`config.mk`:
```
export PLATFORM = sky130hd
export DESIGN_NAME = cpu_mem_sched
export DESIGN_NICKNAME = d
export VERILOG_FILES = /design/src/rtl/cpu_mem_sched.sv
export SDC_FILE = /design/constraint.sdc
export NUM_CORES = 1
export LEC_CHECK = 0
export BUFFER_PORTS_ARGS = -buffer_cell sky130_fd_sc_hd__buf_2
export CORE_MARGIN = 5
export CORE_UTILIZATION = 40
export CTS_CLUSTER_DIAMETER = 30
export DETAILED_ROUTE_END_ITERATION = 6
export PLACE_DENSITY_LB_ADDON = 0.05
export SETUP_SLACK_MARGIN = 0.2
export SLEW_MARGIN = 20
export SYNTH_ARGS = -nofsm -noshare
export SYNTH_HDL_FRONTEND = slang
export SYNTH_SLANG_ARGS = --single-unit
```
`constraint.sdc`:
```
create_clock -name clk -period 2.3 [get_ports clk]
set_clock_uncertainty 0.15 [all_clocks]
set_input_delay 0.23 -clock clk [delete_from_list [all_inputs] [get_ports clk]]
set_output_delay 0.23 -clock clk [all_outputs]
set_load 0.005 [all_outputs]
```
`src/rtl/cpu_mem_sched.sv`:
```
// cpu_mem_sched: one memory port shared by instruction fetch and load/store,
// with fair arbitration, a watchdog abort and a combined pipeline stall.
module cpu_mem_sched #(
  parameter int ADDR_W  = 32,
  parameter int DATA_W  = 32,
  parameter int TIMEOUT = 255
) (
  input  logic                clk,
  input  logic                rst,
  input  logic                if_req,
  input  logic [ADDR_W-1:0]   if_addr,
  output logic                if_ready,
  output logic                if_err,
  output logic [DATA_W-1:0]   if_rdata,
  input  logic                d_rd,
  input  logic                d_wr,
  input  logic [ADDR_W-1:0]   d_addr,
  input  logic [DATA_W-1:0]   d_wdata,
  input  logic [DATA_W/8-1:0] d_wstrb,
  output logic                d_ready,
  output logic                d_err,
  output logic [DATA_W-1:0]   d_rdata,
  output logic                mem_req,
  output logic                mem_we,
  output logic [ADDR_W-1:0]   mem_addr,
  output logic [DATA_W-1:0]   mem_wdata,
  output logic [DATA_W/8-1:0] mem_wstrb,
  input  logic                mem_ready,
  input  logic [DATA_W-1:0]   mem_rdata,
  output logic                stall
);

  localparam int WDW = (TIMEOUT > 1) ? $clog2(TIMEOUT + 1) : 1;
  localparam logic [WDW-1:0] WD_LAST =
    (TIMEOUT > 0) ? WDW'(TIMEOUT - 1) : '0;

  localparam logic [1:0] IDLE = 2'd0;
  localparam logic [1:0] BUSY = 2'd1;
  localparam logic [1:0] RESP = 2'd2;

  logic [1:0]     state;
  logic           lastGrant;
  logic           owner;
  logic [WDW-1:0] wdCnt;

  logic dReq;
  logic anyReq;
  logic grant;
  logic grantData;
  logic wdExpire;
  logic done;
  logic abort;

  // lastGrant and owner use 1 for the data side, 0 for fetch
  assign dReq      = d_rd | d_wr;
  assign anyReq    = if_req | dReq;
  assign grant     = (state == IDLE) & anyReq;
  assign grantData = dReq & ~(if_req & lastGrant);
  assign wdExpire  = (TIMEOUT != 0) && (wdCnt == WD_LAST);
  assign done      = (state == BUSY) & mem_ready;
  assign abort     = (state == BUSY) & ~mem_ready & wdExpire;
  assign stall     = (if_req & ~if_ready) | (dReq & ~d_ready);

  always_ff @(posedge clk) begin
    if (rst) begin
      state     <= IDLE;
      lastGrant <= 1'b0;
      owner     <= 1'b0;
    end else begin
      unique case (state)
        IDLE: begin
          if (anyReq) begin
            state     <= BUSY;
            owner     <= grantData;
            lastGrant <= grantData;
          end
        end
        BUSY: begin
          if (done | abort) state <= RESP;
        end
        RESP:    state <= IDLE;
        default: state <= IDLE;
      endcase
    end
  end

  // a simultaneous load+store request is issued as a store
  always_ff @(posedge clk) begin
    if (rst) begin
      mem_req   <= 1'b0;
      mem_we    <= 1'b0;
      mem_addr  <= '0;
      mem_wdata <= '0;
      mem_wstrb <= '0;
    end else if (grant) begin
      mem_req   <= 1'b1;
      mem_we    <= grantData & d_wr;
      mem_addr  <= grantData ? d_addr : if_addr;
      mem_wdata <= grantData ? d_wdata : '0;
      mem_wstrb <= (grantData & d_wr) ? d_wstrb : '0;
    end else if (done | abort) begin
      mem_req <= 1'b0;
    end
  end

  always_ff @(posedge clk) begin
    if (rst || state != BUSY) begin
      wdCnt <= '0;
    end else if (TIMEOUT != 0 && !wdExpire) begin
      wdCnt <= wdCnt + 1'b1;
    end
  end

  // an aborted access pulses ready+err but leaves read data untouched
  always_ff @(posedge clk) begin
    if (rst) begin
      if_ready <= 1'b0;
      d_ready  <= 1'b0;
      if_err   <= 1'b0;
      d_err    <= 1'b0;
      if_rdata <= '0;
      d_rdata  <= '0;
    end else begin
      if_ready <= (done | abort) & ~owner;
      d_ready  <= (done | abort) & owner;
      if_err   <= abort & ~owner;
      d_err    <= abort & owner;
      if (done & ~owner) if_rdata <= mem_rdata;
      if (done & owner & ~mem_we) d_rdata <= mem_rdata;
    end
  end

endmodule

```
==> results.toml <==
[routing]
vias_per_cell = 5.231
firstDrtPassIters = 7
post-route-drc-count = 0
postRouteAntennaNets = 0
vias = 6889
routedWlPerCell_um = 17.34
wirelength_um = 22830
drtIter0Drc = 487

[place]
dpl.cell_count = 1152
dp_hpwl_um = 14370
portBuffers = 276
gp_congestion = 0.8232

[floorplanning]
die-area_mm2 = 0.01848
io_pins = 277
start_util_pct = 40.37
die_h_um = 135.9
fp-row-count = 46
core_region_area_mm2 = 0.01571
die_w_um = 135.9

[synthesis]
synth_top_area_share_pct = 47.02
yosys_warnings = 0
yosys.area.top_type = "dfxtp_1"
synth_area_per_cell_um2 = 8.798
syn_area_mm2 = 0.006344
synth_seq_cells = 149
synth_enable_flop_cells = 0
yosys.cell_count.top_type = "dfxtp_1"
synthTopCellsByCount = "dfxtp_1, nand2_1, a21oi_1, o21ai_0, nand3_1"
netlist_top_cells_area = "dfxtp_1, a21oi_1, nand2_1, a311oi_2, o21ai_0"
seq_area_frac_synth_pct = 47.02
async_flop_share_pct = 0
ys.flop_type = "dfxtp_1"
postSynthCellCount = 721
synth_nets = 861
synth_cell_type_count = 49

[sta]
finalSetupViolations = 0
rsz0062_at_grt = "no"
setup_tns_ps = 0
post-route-min-period_ps = 1845
max_freq_ghz = 0.5420
finalHoldViolations = 0
slew_headroom_pct = 53.82
slew_violations = 0
worst_pin_slew_ps = 691.9
fin_crit_sh_pct = 80.22

[layout]
final_cell_count_no_fill = 1317
area_growth_pct = 52.39
final_util_pct = 61.52
nFillCells = 1354
drive_above_1_share_pct = 36.00
layout.nets = 1227

[power]
internal-power_mw = 4.975
p_sw_share_pct = 28.88
ir_drop_uv = 555.0
combPwrFrac_pct = 20.4
switchingPower_mw = 2.020
sequentialPowerShare_pct = 41.6
pwr-share-clk_pct = 38.0
cellLeakagePower_nw = 4.091
fin_total_pwr_mw = 6.996
power_density_mw_per_mm2 = 723.7

[worst_hold_path]
hp-class = "in -> reg"

[clock_network]
cts_made_buffers = 17
clk_path_buf_depth = 2
clk_pin_slew_worst_paths_ps = 60
cts_root_buf = "clkbuf_16"
insertion_delay_ps = 410
cts-htree-levels = 4
postCtsSetupBuffers = 0
cts_tree = "yes"
cts_num_sinks = 149

[global_route]
grtUsageTotal_pct = 23.97
grt_overflow = 0
grt_max_degree = 136
antenna_found_initial = 1
grt_pass1_vias = 6929
grt_pass1_wl_um = 35740

[critical_path]
slowest_stage = "dfxtp_1"
crit_required_ps = 2480
criticalPathCategory = "reg -> reg"
crit_path_max_incr_delay_ps = 660
end_kind = "flip-flop"
setup.worst_path.start_class = "flip-flop"
crit_chain = "nor4bb_4 > buf_4 > nand3_1 > a21oi_1"
critPathMaxFanout = 32
cp.arrival_ps = 2030

[outcome]
status = "completed"

[job]
maxCapViolations = 0
placed cells by master (no fill, tap or decap), drive strengths merged, types with 2 or more instances in the layout:
master	Yosys	routed
nand3	38	38
dfxtp	149	149
a21oi	138	138
clkinv	0	6
nor3	5	5
a311oi	33	33
inv	4	7
buf	39	293
o21a	2	2
nor4b	2	2
clkbuf	39	19
or2	3	3
nand4	37	37
or3	2	2
nand2	130	130
nor2	5	5
a211oi	2	2
dlygate4sd3	0	132
xor2	2	2
nor4bb	2	2
nand4bb	2	2
o21ai	71	71
ha	2	2
clkinvlp	0	3
final cells by class:
| class | count | area (µm²) | share of cell area [%] |
|---|---|---|---|
| timing repair buffer | 425 | 2870 | 29.69 |
| clock buffer | 19 | 442.9 | 4.582 |
| inverter | 4 | 15.01 | 0.1553 |
| antenna | 1 | 2.502 | 0.02589 |
| tap | 216 | 270.3 | 2.796 |
| clock inverter | 13 | 123.9 | 1.281 |
| multi-input combinational | 490 | 2959 | 30.61 |
| sequential | 149 | 2983 | 30.86 |
worst max-delay path: cells and delay by family, from the launching register on:
| kind | cells | cell delay (ps) |
|---|---|---|
| AOI/OAI and AO/OA | 1 | 170 |
| buffers and inverters | 1 | 360 |
| DFF | 1 | 660 |
| and+or+nand+nor | 2 | 420 |
power by group through the flow:
stage	clock network, mW	logic, mW	registers [mW]
2_1_floorplan	0	0.734	2.96
3_3_place_gp	0	1.22	2.95
3_5_place_dp	0	1.24	2.96
4_1_cts	2.73	1.42	2.91
5_1_grt	2.83	1.55	2.93
6_report	2.66	1.43	2.91
through the flow:
step                worst slack, ps  hold slack (ps)  instance area [µm²]
floorplan                     773.3            216.0                 6344
global placement              521.9            288.3                 7776
detailed placement            470.3            293.5                 7776
CTS                           464.1            44.47                 9664
global route                  323.3            93.18                 9667
finish                        455.0            68.25                 9667
repair_timing:
item	4_1_cts	5_1_grt
hold buffers	132	0
endpoints found under the hold margin	132	0
resized for setup	0	0
routing by layer:
metal / up-vias / track usage [%] / part of all wire [%]
met5: - / 0 / 0
met3: 47 / 6.551 / 6.9
met2: 259 / 41.48 / 49
met1: 3257 / 28.21 / 41
li1: 3326 / - / -
met4: 0 / 9.406 / 2.8
final timing paths:
kind           startpoint            to  slack [ps]  cells after the start
min                  d_wr        mem_we          70                      3
max reg2reg         owner   d_rdata[17]         450                      4
max                 owner   d_rdata[17]         450                      4
min reg2reg  if_rdata[24]  if_rdata[24]         300                      2
sequential cells by signal (all words and copies together) (netlist names):
signal     flops
if_ready       1
wdCnt          8
if_err         1
mem_wdata     32
d_rdata       32
state          2
mem_we         1
owner          1
mem_wstrb      4
if_rdata      32
mem_req        1
d_ready        1
mem_addr      32
d_err          1
cells by family (layout without fill, tap and decap cells):
logic type	count (synthesis)	after routing	synth area share [%]
AOI/OAI and AO/OA	254	254	27.67
xor gates and xnor gates	3	3	0.4143
adders and majority gates	2	2	0.3944
buffers and inverters	82	461	6.943
DFF	149	149	47.02
other	0	1	0
and+or+nand+nor	231	231	17.55
No activity file was read; power rests on OpenSTA's default activity.
